[config.mk]
export PLATFORM = sky130hd
export DESIGN_NAME = spi_port_arbiter_flat
export DESIGN_NICKNAME = d
export VERILOG_FILES = /design/src/rtl/spi_port_arbiter_if.sv /design/src/rtl/spi_port_arbiter.sv /design/src/flat_wrapper.sv
export SDC_FILE = /design/constraint.sdc
export NUM_CORES = 1
export LEC_CHECK = 0
export CAP_MARGIN = 10
export CORE_MARGIN = 10
export CORE_UTILIZATION = 46
export CTS_BUF_LIST = sky130_fd_sc_hd__clkbuf_8
export CTS_CLUSTER_DIAMETER = 60
export DETAILED_ROUTE_END_ITERATION = 12
export GPL_ROUTABILITY_DRIVEN = 0
export PLACE_DENSITY_LB_ADDON = 0.25
export SYNTH_ARGS = -nofsm -noshare
export SYNTH_HDL_FRONTEND = slang
export SYNTH_SLANG_ARGS = --single-unit
[constraint.sdc]
create_clock -name clk -period 2.2 [get_ports clk]
set_input_delay 0.44 -clock clk [delete_from_list [all_inputs] [get_ports clk]]
set_output_delay 0.44 -clock clk [all_outputs]
set_load 0.01 [all_outputs]
[src/rtl/spi_port_arbiter_if.sv]
// Bundle of the two requester ports and the SPI read-engine handshake.
// The slave modport is the arbiter's view; the master modport is the surrounding logic.
interface spi_port_arbiter_if;
    logic        f_req;
    logic [15:0] f_addr;
    logic        f_ack;
    logic        f_rvalid;
    logic [7:0]  f_rdata;
    logic        f_err;

    logic        d_req;
    logic [15:0] d_addr;
    logic        d_ack;
    logic        d_rvalid;
    logic [7:0]  d_rdata;
    logic        d_err;

    logic        eng_start;
    logic [15:0] eng_addr;
    logic        eng_busy;
    logic        eng_done;
    logic [7:0]  eng_data;

    logic        arb_busy;

    modport slave (
        input  f_req, f_addr, d_req, d_addr, eng_busy, eng_done, eng_data,
        output f_ack, f_rvalid, f_rdata, f_err,
        output d_ack, d_rvalid, d_rdata, d_err,
        output eng_start, eng_addr, arb_busy
    );

    modport master (
        output f_req, f_addr, d_req, d_addr, eng_busy, eng_done, eng_data,
        input  f_ack, f_rvalid, f_rdata, f_err,
        input  d_ack, d_rvalid, d_rdata, d_err,
        input  eng_start, eng_addr, arb_busy
    );
endinterface

[src/rtl/spi_port_arbiter.sv]
// Shares one SPI read engine between the fetch and data-load ports: fetch priority
// with a starvation guard for data, and a completion timeout with post-timeout drain.
module spi_port_arbiter #(
    parameter int MAX_FETCH_STREAK = 4,
    parameter int TIMEOUT          = 256
) (
    input  logic                 clk,
    input  logic                 rst_n,
    spi_port_arbiter_if.slave    bus
);
    localparam int TW = $clog2(TIMEOUT + 1);
    localparam int SW = $clog2(MAX_FETCH_STREAK + 1);

    typedef enum logic [1:0] {
        ST_IDLE  = 2'd0,
        ST_WAIT  = 2'd1,
        ST_DRAIN = 2'd2
    } state_t;

    state_t          state_r;
    state_t          state_next_s;
    logic [SW-1:0]   streak_r;
    logic [SW-1:0]   streak_s;
    logic [TW-1:0]   timer_r;
    logic [TW-1:0]   timer_s;
    logic            owner_r;     // 1'b0 = fetch, 1'b1 = data
    logic            owner_s;

    logic            grant_s;
    logic            pick_data_s;
    logic            done_s;
    logic            tmo_s;

    logic            f_ack_r, f_rvalid_r, f_err_r;
    logic            d_ack_r, d_rvalid_r, d_err_r;
    logic [7:0]      f_rdata_r, d_rdata_r;
    logic            eng_start_r, arb_busy_r;
    logic [15:0]     eng_addr_r;

    logic            f_ack_s, f_rvalid_s, f_err_s;
    logic            d_ack_s, d_rvalid_s, d_err_s;
    logic [7:0]      f_rdata_s, d_rdata_s, resp_data_s;
    logic            eng_start_s, arb_busy_s;
    logic [15:0]     eng_addr_s;

    // Arbitration and completion events; requests only matter while IDLE
    always_comb begin
        grant_s     = 1'b0;
        pick_data_s = 1'b0;
        done_s      = 1'b0;
        tmo_s       = 1'b0;
        if (state_r == ST_IDLE) begin
            grant_s     = (bus.f_req | bus.d_req) & ~bus.eng_busy;
            pick_data_s = bus.d_req &
                          (~bus.f_req | (streak_r == SW'(MAX_FETCH_STREAK)));
        end else if (state_r == ST_WAIT) begin
            // A completion in the timeout cycle counts as a normal completion
            done_s = bus.eng_done;
            tmo_s  = ~bus.eng_done & (timer_r == TW'(TIMEOUT - 1));
        end else begin
            grant_s = 1'b0;
        end
    end

    // State register
    always_ff @(posedge clk) begin
        if (!rst_n) begin
            state_r <= ST_IDLE;
        end else begin
            state_r <= state_next_s;
        end
    end

    // Next-state logic
    always_comb begin
        state_next_s = state_r;
        case (state_r)
            ST_IDLE: begin
                if (grant_s) state_next_s = ST_WAIT;
                else         state_next_s = ST_IDLE;
            end
            ST_WAIT: begin
                if (done_s)     state_next_s = ST_IDLE;
                else if (tmo_s) state_next_s = ST_DRAIN;
                else            state_next_s = ST_WAIT;
            end
            ST_DRAIN: begin
                if (!bus.eng_busy) state_next_s = ST_IDLE;
                else               state_next_s = ST_DRAIN;
            end
            default: state_next_s = ST_IDLE;
        endcase
    end

    // Next values of the registered outputs and bookkeeping
    always_comb begin
        f_ack_s     = grant_s & ~pick_data_s;
        d_ack_s     = grant_s &  pick_data_s;
        eng_start_s = grant_s;
        eng_addr_s  = eng_addr_r;
        if (grant_s) begin
            eng_addr_s = pick_data_s ? bus.d_addr : bus.f_addr;
        end else begin
            eng_addr_s = eng_addr_r;
        end

        resp_data_s = done_s ? bus.eng_data : 8'hFF;
        f_rvalid_s  = (done_s | tmo_s) & ~owner_r;
        d_rvalid_s  = (done_s | tmo_s) &  owner_r;
        f_err_s     = f_rvalid_s & tmo_s;
        d_err_s     = d_rvalid_s & tmo_s;
        f_rdata_s   = f_rvalid_s ? resp_data_s : f_rdata_r;
        d_rdata_s   = d_rvalid_s ? resp_data_s : d_rdata_r;
        arb_busy_s  = (state_next_s != ST_IDLE);

        streak_s = streak_r;
        owner_s  = owner_r;
        if (grant_s) begin
            owner_s = pick_data_s;
            if (pick_data_s || !bus.d_req) begin
                streak_s = SW'(0);
            end else if (streak_r != SW'(MAX_FETCH_STREAK)) begin
                streak_s = streak_r + SW'(1);
            end else begin
                streak_s = streak_r;
            end
        end else begin
            owner_s = owner_r;
        end

        if (grant_s) begin
            timer_s = TW'(0);
        end else if (state_r == ST_WAIT) begin
            timer_s = timer_r + TW'(1);
        end else begin
            timer_s = timer_r;
        end
    end

    // Output and datapath registers
    always_ff @(posedge clk) begin
        if (!rst_n) begin
            f_ack_r     <= 1'b0;
            f_rvalid_r  <= 1'b0;
            f_rdata_r   <= 8'h00;
            f_err_r     <= 1'b0;
            d_ack_r     <= 1'b0;
            d_rvalid_r  <= 1'b0;
            d_rdata_r   <= 8'h00;
            d_err_r     <= 1'b0;
            eng_start_r <= 1'b0;
            eng_addr_r  <= 16'h0000;
            arb_busy_r  <= 1'b0;
            streak_r    <= SW'(0);
            timer_r     <= TW'(0);
            owner_r     <= 1'b0;
        end else begin
            f_ack_r     <= f_ack_s;
            f_rvalid_r  <= f_rvalid_s;
            f_rdata_r   <= f_rdata_s;
            f_err_r     <= f_err_s;
            d_ack_r     <= d_ack_s;
            d_rvalid_r  <= d_rvalid_s;
            d_rdata_r   <= d_rdata_s;
            d_err_r     <= d_err_s;
            eng_start_r <= eng_start_s;
            eng_addr_r  <= eng_addr_s;
            arb_busy_r  <= arb_busy_s;
            streak_r    <= streak_s;
            timer_r     <= timer_s;
            owner_r     <= owner_s;
        end
    end

    assign bus.f_ack     = f_ack_r;
    assign bus.f_rvalid  = f_rvalid_r;
    assign bus.f_rdata   = f_rdata_r;
    assign bus.f_err     = f_err_r;
    assign bus.d_ack     = d_ack_r;
    assign bus.d_rvalid  = d_rvalid_r;
    assign bus.d_rdata   = d_rdata_r;
    assign bus.d_err     = d_err_r;
    assign bus.eng_start = eng_start_r;
    assign bus.eng_addr  = eng_addr_r;
    assign bus.arb_busy  = arb_busy_r;

endmodule

[src/flat_wrapper.sv]
// flat-port wrapper written by rule: the top's interface ports become plain ports
module spi_port_arbiter_flat 
#(
    parameter int MAX_FETCH_STREAK = 4,
    parameter int TIMEOUT          = 256
)
  (clk, rst_n, bus_f_req, bus_f_addr, bus_d_req, bus_d_addr, bus_eng_busy, bus_eng_done, bus_eng_data, bus_f_ack, bus_f_rvalid, bus_f_rdata, bus_f_err, bus_d_ack, bus_d_rvalid, bus_d_rdata, bus_d_err, bus_eng_start, bus_eng_addr, bus_arb_busy);
  spi_port_arbiter_if bus_i ();
  input  logic clk;
  input  logic rst_n;
  input wire logic [$bits(bus_i.f_req)-1:0] bus_f_req;
  input wire logic [$bits(bus_i.f_addr)-1:0] bus_f_addr;
  input wire logic [$bits(bus_i.d_req)-1:0] bus_d_req;
  input wire logic [$bits(bus_i.d_addr)-1:0] bus_d_addr;
  input wire logic [$bits(bus_i.eng_busy)-1:0] bus_eng_busy;
  input wire logic [$bits(bus_i.eng_done)-1:0] bus_eng_done;
  input wire logic [$bits(bus_i.eng_data)-1:0] bus_eng_data;
  output wire logic [$bits(bus_i.f_ack)-1:0] bus_f_ack;
  output wire logic [$bits(bus_i.f_rvalid)-1:0] bus_f_rvalid;
  output wire logic [$bits(bus_i.f_rdata)-1:0] bus_f_rdata;
  output wire logic [$bits(bus_i.f_err)-1:0] bus_f_err;
  output wire logic [$bits(bus_i.d_ack)-1:0] bus_d_ack;
  output wire logic [$bits(bus_i.d_rvalid)-1:0] bus_d_rvalid;
  output wire logic [$bits(bus_i.d_rdata)-1:0] bus_d_rdata;
  output wire logic [$bits(bus_i.d_err)-1:0] bus_d_err;
  output wire logic [$bits(bus_i.eng_start)-1:0] bus_eng_start;
  output wire logic [$bits(bus_i.eng_addr)-1:0] bus_eng_addr;
  output wire logic [$bits(bus_i.arb_busy)-1:0] bus_arb_busy;
  assign bus_i.f_req = bus_f_req;
  assign bus_i.f_addr = bus_f_addr;
  assign bus_i.d_req = bus_d_req;
  assign bus_i.d_addr = bus_d_addr;
  assign bus_i.eng_busy = bus_eng_busy;
  assign bus_i.eng_done = bus_eng_done;
  assign bus_i.eng_data = bus_eng_data;
  assign bus_f_ack = bus_i.f_ack;
  assign bus_f_rvalid = bus_i.f_rvalid;
  assign bus_f_rdata = bus_i.f_rdata;
  assign bus_f_err = bus_i.f_err;
  assign bus_d_ack = bus_i.d_ack;
  assign bus_d_rvalid = bus_i.d_rvalid;
  assign bus_d_rdata = bus_i.d_rdata;
  assign bus_d_err = bus_i.d_err;
  assign bus_eng_start = bus_i.eng_start;
  assign bus_eng_addr = bus_i.eng_addr;
  assign bus_arb_busy = bus_i.arb_busy;
  spi_port_arbiter #(.MAX_FETCH_STREAK(MAX_FETCH_STREAK), .TIMEOUT(TIMEOUT)) u_core (.clk(clk), .rst_n(rst_n), .bus(bus_i));
endmodule
Yosys cells after proc, flatten, opt, wreduce, memory -nomap -nowiden
Cells that the tools add are included.

$add $sub $neg: 2. Eq/ne operators: 5. Muxes and demuxes: 15. Bitwise operators: 18. Reductions and logical operators: 7.

Operators by type and width (number): 16-bit two-way mux (1); 9-bit by 1-bit adder with 9-bit output (second input constant) (1); 1-bit bitwise AND (9); 9-bit by 8-bit == test with 1-bit output (second input constant) (1); 8-bit two-way mux (1); 1-bit two-way mux (7); 2-bit two-way mux (3); 3-bit two-way mux (2); 1-bit NOT (6); 2-bit case mux with 3 select lines (1); 2-bit nonzero test (2); 3-bit by 1-bit adder with 3-bit output (second input constant) (1); 3-bit == test (second input constant) (1); 3-bit inequality test (second input constant) (1); 1-bit OR (3); 2-bit by 1-bit == test with 1-bit output (second input constant) (1); 2-bit == test (second input constant) (1); 2-bit zero test (1); 2-bit AND reduction (1); 2-bit OR reduction (1); 1-bit zero test (1); 1-bit logical OR (1).

Flip-flop bits (word level): 55. Bits of input ports: 46. Output and inout bits: 40. Word-level logic and storage cells: 62.

Depth between registers and ports, before layout
Gate-level depths: netlist of the first run.

Depth after elaboration: 8. Mapped depth: 7. Depth with buffers taken out: 7.

Worst setup path after synthesis of the first run
No wires, ideal clock.

Path kind: register to register. Start: register u_core.streak_r[0]. End: register u_core.eng_addr_r[10] (netlist: u_core.bus.eng_addr[10]). Library setup time: 122 ps. Data arrival time: 1513 ps. Data required time: 2078 ps. Slack: 565 ps. Cell stages (with the launch flop): 7. Path buffers: 1. Period minus slack after synthesis: 1635 ps. Cells stage by stage: dfxtp_1 > inv_1 > ha_1 > a21boi_2 > clkbuf_1 > nor3b_1 > o311a_1.

Word-level cells in the longest chain between the ends: 5.

RTL lines: start, declared (RTL line spi_port_arbiter.sv:22) `logic [SW-1:0] streak_r;`; start signal, assigned (RTL line spi_port_arbiter.sv:169) `streak_r <= streak_s;`; 3-bit == test (RTL line spi_port_arbiter.sv:55) `(~bus.f_req | (streak_r == SW'(MAX_FETCH_STREAK)));`; 1-bit OR (RTL line spi_port_arbiter.sv:55); 1-bit bitwise AND (RTL line spi_port_arbiter.sv:54) `pick_data_s = bus.d_req &`; 1-bit two-way mux (RTL line spi_port_arbiter.sv:52) `if (state_r == ST_IDLE) begin`; 16-bit two-way mux (RTL line spi_port_arbiter.sv:102) `eng_addr_s = pick_data_s ? bus.d_addr : bus.f_addr;`; end signal, assigned (RTL line spi_port_arbiter.sv:167) `eng_addr_r <= eng_addr_s;`; end, declared (RTL line spi_port_arbiter.sv:38) `logic [15:0] eng_addr_r;`.

No other way between the ends. A chain may end at the register's enable or synchronous reset.

Worst setup path after layout of the first run
Start: register u_core.timer_r[3]. End: register u_core.d_rdata_r[1] (netlist: u_core.bus.d_rdata[1]).

Word-level cells in the longest chain between the ends: 6.

RTL lines: start, declared (RTL line spi_port_arbiter.sv:24) `logic [TW-1:0] timer_r;`; start signal, assigned (RTL line spi_port_arbiter.sv:170) `timer_r <= timer_s;`; 9-bit by 8-bit == test with 1-bit output (RTL line spi_port_arbiter.sv:59) `tmo_s = ~bus.eng_done & (timer_r == TW'(TIMEOUT - 1));`; 1-bit bitwise AND (RTL line spi_port_arbiter.sv:59); 1-bit two-way mux (RTL line spi_port_arbiter.sv:56) `end else if (state_r == ST_WAIT) begin`; 1-bit two-way mux (RTL line spi_port_arbiter.sv:52); 1-bit OR (RTL line spi_port_arbiter.sv:109) `d_rvalid_s = (done_s | tmo_s) & owner_r;`; 1-bit bitwise AND (RTL line spi_port_arbiter.sv:109); end signal, assigned (RTL line spi_port_arbiter.sv:164) `d_rdata_r <= d_rdata_s;`; end, declared (RTL line spi_port_arbiter.sv:36) `logic [7:0] f_rdata_r, d_rdata_r;`.

No other way between the ends.

==> results of run 1 <==
path summary, 6_finish.rpt:
kind / cells after the start / end / startpoint
max: 6 / u_core.bus.d_rdata[1] / u_core.timer_r[3]
min: 2 / u_core.timer_r[5] / u_core.timer_r[5]
max reg2reg: 6 / u_core.bus.d_rdata[1] / u_core.timer_r[3]
min reg2reg: 2 / u_core.timer_r[5] / u_core.timer_r[5]
metal layers:
| layer | vias to the layer above | global-route usage, % | routed length (µm) |
|---|---|---|---|
| li1 | 1105 | - | - |
| met1 | 1019 | 17.3 | 2760 |
| met2 | 59 | 26.1 | 3210 |
| met3 | 8 | 6.78 | 548 |
| met4 | 0 | 4.11 | 93 |
| met5 | - | 0 | 0 |
registers in the layout, indices dropped and copies added, names as in the netlist, 2 cells and up:
name / count
u_core.bus.f_rdata: 8
u_core.bus.eng_addr: 16
u_core.timer_r: 9
u_core.bus.d_rdata: 8
u_core.streak_r: 3
u_core.state_r: 2
Yosys cell counts (all sizes together), types with 2 or more instances:
cell type	number
dfxtp	55
clkbuf	12
nand4	3
nor2b	3
nor3	7
nor2	10
nand3	3
xnor2	2
o221a	16
a21oi	9
buf	7
o311a	16
inv	7
o21ai	7
nor3b	16
ha	4
a21o	16
and3b	2
o21a	16
or4	2
nand3b	3
nand2	9
or3	5
critical path, cell delays in order (launching register included):
cell and delay [ns]:
dfxtp_1 0.40, nand4_1 0.21, nor3_1 0.22, ha_1 0.21, nor2_1 0.11, nor2_1 0.50
o221a_2 0.29
final cells by class:
class / instances / area (µm²)
clock buffers: 5 / 68.8
clock inverters: 3 / 46.3
fillers: 438 / 1590
inverters: 7 / 26.3
multi-input cells: 163 / 1210
flip-flops and latches: 55 / 1100
well taps: 70 / 87.6
repair buffers: 99 / 981
through the flow:
step                cell area, µm²  total power [mW]
CTS                           3520              2.18
floorplan                     2430              1.28
finish                        3520              2.15
global route                  3520              2.25
global placement              3410              1.50
detailed placement            3410              1.50
where the power goes:
part / internal, mW / total (mW) / switching (mW)
Sequential: 1.04 / 1.07 / 0.0273
Clock: 0.343 / 0.674 / 0.331
Combinational: 0.242 / 0.410 / 0.168
Total: 1.62 / 2.15 / 0.526
logic make-up (layout without fill, tap and decap cells):
kind of cell | after synthesis | after routing | synth area share, %
xor gates and xnor gates | 2 | 2 | 0.720
buffers and inverters | 26 | 114 | 5.14
and+or+nand+nor | 69 | 69 | 17.0
AOI/OAI and AO/OA | 88 | 88 | 29.8
DFF | 55 | 55 | 45.3
adders and majority gates | 4 | 4 | 2.06
==> impl_metrics.py, run 1 <==
metrics = {
    "finish": {
        "final_cell_mix": "85 x clkdlybuf4s50_1, 55 x dfxtp_1",
        "synthToLayoutAreaGrowth_pct": 44.8,
        "layout_commonest_cell": "clkdlybuf4s50_1",
        "finalNonFillerCells": 402,
        "drive_gt1_share_pct": 12.7,
        "fin_util_pct": 69.0,
        "nets": 381,
        "diodes": 0,
    },
    "timing": {
        "holdWs_ns": 0.495,
        "layout_min_cycle_time_ns": 1.99,
        "fmax_mhz": 502,
        "hold_viol": 0,
        "final.period_utilization_pct": 90.6,
        "finalSetupTns_ns": 0,
        "worst_slack_ns": 0.206,
        "finalSetupViolations": 0,
        "tightest_slew_ns": 0.605,
        "rsz0062_at_grt": "no",
        "slew_violations": 0,
        "fin_skew_ns": 0.00539,
        "slew_headroom_pct": 59.5,
    },
    "detailed_routing": {
        "routed_via_density": 5.45,
        "drt_iter0_drc": 145,
        "ant_nets": 0,
        "vias": 2191,
        "wire_per_inst_um": 16.4,
        "drt_first_pass_iters": 4,
        "drc": 0,
        "routed_wl_mm": 6.61,
    },
    "die": {
        "start_util_pct": 47.6,
        "core-area_um2": 5110,
        "die_w_um": 92.7,
        "fp.dieH_um": 92.7,
        "pin_count": 86,
        "rows": 26,
        "dieArea_um2": 8600,
    },
    "clock_network": {
        "clock_latency_ns": 0.30,
        "cts.sinks": 55,
        "cts_setup_buffers": 0,
        "cts_hold_buf": 0,
        "clk_path_buf_depth": 2,
        "cts_resized": 0,
        "root_buffer": "clkbuf_8",
        "cts-htree-levels": 2,
        "cts-buffers-inserted": 5,
        "clk_pin_slew_ns": 0.10,
        "cts_tree": "done",
    },
    "global_route": {
        "grt_usage_pct": 15.4,
        "grt_pass1_vias": 2264,
        "grt_pass1_wl_mm": 11.1,
        "antenna_found_initial": 0,
        "grt_start_max_net_pins": 33,
        "globalRouteOverflowTotal": 0,
    },
    "logic_synthesis": {
        "ys.warnings.count": 0,
        "synth_area_leaders": "dfxtp_1 45%, o221a_2 7.4%, o311a_1 6.6%",
        "synth_top_area_share_pct": 45.3,
        "syn_avg_cell_area_um2": 9.97,
        "ys_ff_latch": 55,
        "synth-edff-count": 0,
        "syn-cell-area_um2": 2430,
        "synthArstFlopShare_pct": 0,
        "synthFlopType": "dfxtp_1",
        "synth_top_area_cell": "dfxtp_1",
        "syn-num-nets": 294,
        "synth_cell_types": 39,
        "yosysSeqAreaShare_pct": 45.3,
        "synth_cells": 244,
    },
    "power_and_ir_drop": {
        "leakagePower_nw": 1.35,
        "irDropWorstVdd_v": 0.000275,
        "powerDensity_nw_per_um2": 611,
    },
    "worst_setup_path": {
        "critical_path_class": "reg2reg",
        "crit_path_end_kind": "flip-flop",
        "start_kind": "flip-flop",
        "reg2reg_setup_slack_ns": 0.21,
        "worstPathRequired_ns": 2.46,
        "cp_data_arrival_time_ns": 2.25,
        "path_max_fanout": 8,
    },
    "placed_design": {
        "port_buffers": 85,
        "place_ws_ns": 0.0418,
        "dp_cells": 394,
        "hpwl_mm": 4.97,
    },
    "job": {
        "cap_violations": 0,
    },
    "run_status": {
        "status": "completed",
    },
    "worst_hold_path": {
        "hold_class": "reg2reg",
    },
}
Power figures use the tool's default switching activity.
==> run 2: changes to the inputs <==
--- a/config.mk
+++ b/config.mk
@@ -7,10 +7,11 @@
 export LEC_CHECK = 0
 export CAP_MARGIN = 10
 export CORE_MARGIN = 10
-export CORE_UTILIZATION = 46
+export CORE_UTILIZATION = 51
 export CTS_BUF_LIST = sky130_fd_sc_hd__clkbuf_8
 export CTS_CLUSTER_DIAMETER = 60
 export DETAILED_ROUTE_END_ITERATION = 12
+export DONT_BUFFER_PORTS = 1
 export GPL_ROUTABILITY_DRIVEN = 0
 export PLACE_DENSITY_LB_ADDON = 0.25
 export SYNTH_ARGS = -nofsm -noshare
==> impl_metrics.py, run 2 (synthesis results as in run 1) <==
metrics = {
    "detailed_routing": {
        "routed_via_density": 6.32,
        "wire_per_inst_um": 19.7,
        "drc": 0,
        "drt_first_pass_iters": 4,
        "ant_nets": 0,
        "vias": 1863,
        "routed_wl_mm": 5.80,
        "drt_iter0_drc": 87,
    },
    "finish": {
        "layout_commonest_cell": "dfxtp_1",
        "diodes": 0,
        "drive_gt1_share_pct": 14.9,
        "synthToLayoutAreaGrowth_pct": 5.86,
        "n_fill_cell": 415,
        "largest_register_ffs": 16,
        "nets": 290,
        "finalNonFillerCells": 295,
    },
    "worst_hold_path": {
        "min-delay-start": "rst_n",
        "hold-path-cell-count": 1,
        "hold_class": "in2reg",
        "worstHoldEndpoint": "u_core.bus.eng_addr[1]",
    },
    "worst_setup_path": {
        "path_max_fanout": 8,
        "worstPathCellList": "nand4_1, nor3_1, ha_1, nor2_1, nor3_2, o221a_2",
        "worstPathRequired_ns": 2.46,
        "rr_endpoint": "u_core.bus.f_rdata[7]",
        "cp_data_arrival_time_ns": 2.19,
        "cp.buffers_inverters": 0,
        "start_kind": "flip-flop",
        "cpLargestDelayFamily": "simple AND/OR/NAND/NOR gates",
        "crit_path_end_kind": "flip-flop",
        "r2r_cells": 6,
        "r2r-start": "u_core.timer_r[3]",
        "critPathMaxStageDelay_ns": 0.48,
        "slowest_stage": "nor3_2",
        "critical_path_class": "reg2reg",
        "reg2reg_setup_slack_ns": 0.27,
    },
    "timing": {
        "layout_min_cycle_time_ns": 1.93,
        "rsz0062_at_grt": "no",
        "hold_viol": 0,
        "fmax_mhz": 518,
        "slew_violations": 0,
        "fin_skew_ns": 0.00660,
        "tightest_slew_ns": 0.551,
        "final.period_utilization_pct": 87.8,
        "slew_headroom_pct": 63.1,
        "finalSetupViolations": 0,
        "finalSetupTns_ns": 0,
    },
    "global_route": {
        "antenna_found_initial": 0,
        "grt_start_max_net_pins": 40,
        "globalRouteOverflowTotal": 0,
        "grt_usage_pct": 15.0,
        "grt_pass1_wl_mm": 9.43,
        "grt_pass1_vias": 1874,
    },
    "power_and_ir_drop": {
        "irDropWorstVdd_v": 0.000356,
        "leakagePower_nw": 0.994,
        "powerDensity_nw_per_um2": 730,
    },
    "run_status": {
        "status": "completed",
    },
    "die": {
        "pin_count": 86,
        "dieArea_um2": 7930,
        "fp.dieH_um": 89.1,
        "start_util_pct": 52.2,
        "rows": 25,
        "die_w_um": 89.1,
        "core-area_um2": 4660,
    },
    "clock_network": {
        "cts_resized": 0,
        "cts_setup_buffers": 0,
        "clock_latency_ns": 0.31,
        "cts_hold_buf": 0,
        "root_buffer": "clkbuf_8",
        "cts_tree": "done",
        "cts-buffers-inserted": 5,
        "clk_path_buf_depth": 2,
        "clk_pin_slew_ns": 0.10,
        "cts-htree-levels": 2,
        "cts.sinks": 55,
    },
    "job": {
        "cap_violations": 0,
    },
    "placed_design": {
        "dp_cells": 287,
        "port_buffers": 0,
        "hpwl_mm": 4.15,
    },
}
==> run 2: cell types whose count changed in the layout (fill, tap and decap cells not counted), sizes merged <==
cell           before  now
bufinv              1    0
buf                14    8
inv                 8    9
clkdlybuf4s50      85    0
==> run 2: final cells by class <==
class                           count  area (µm²)  area share (%)
Tap cell                           54        67.6            2.62
Clock inverter                      3        27.5            1.07
Multi-Input combinational cell    163        1210            47.0
Clock buffer                        5        68.8            2.67
Sequential cell                    55        1100            42.8
Timing Repair Buffer                8        72.6            2.82
Inverter                            7        26.3            1.02
==> run 2: how the worst max path moves through the flow <==
stage                             startpoint                      end  slack (ns)  cells past startpoint
after floorplan           u_core.streak_r[0]  u_core.bus.eng_addr[10]        0.56                      6
after CTS                  u_core.timer_r[3]    u_core.bus.f_rdata[7]        0.24                      6
after global routing       u_core.timer_r[3]    u_core.bus.f_rdata[7]        0.04                      6
after detailed placement   u_core.timer_r[3]    u_core.bus.f_rdata[4]        0.27                      6
after global placement     u_core.timer_r[3]    u_core.bus.f_rdata[3]        0.30                      6
final                      u_core.timer_r[3]    u_core.bus.f_rdata[7]        0.27                      6
==> run 2: metrics by stage <==
stage	cell area, µm²	hold WS, ns	setup WS [ns]	power, mW	utilization, %
final	2570	0.248	0.268	1.88	55.2
after global routing	2570	0.230	0.0376	1.99	55.2
after CTS	2570	0.235	0.240	1.91	55.2
after detailed placement	2480	0.476	0.271	1.32	53.2
after global placement	2480	0.470	0.297	1.32	53.2
after floorplan	2430	0.453	0.565	1.28	-
==> run 2: worst reg2reg max path, stage by stage, from the launching register on <==
cell     delay (ns)
dfxtp_1        0.40
nand4_1        0.19
nor3_1         0.26
ha_1           0.20
nor2_1         0.09
nor3_2         0.48
o221a_2        0.27
==> run 2: power breakdown <==
group          switching [mW]  internal, mW  total (mW)
clock network           0.349         0.236       0.586
logic                   0.104         0.101       0.205
registers              0.0505          1.04        1.09
total                   0.503          1.38        1.88
==> run 2: layer usage <==
metal  up-vias  track usage [%]  share of wire, %
li1        926                -                 -
met1       866             17.5                41
met2        65             23.3                46
met3         6             7.84                12
met4         0             4.62               1.1
met5         -                0                 0
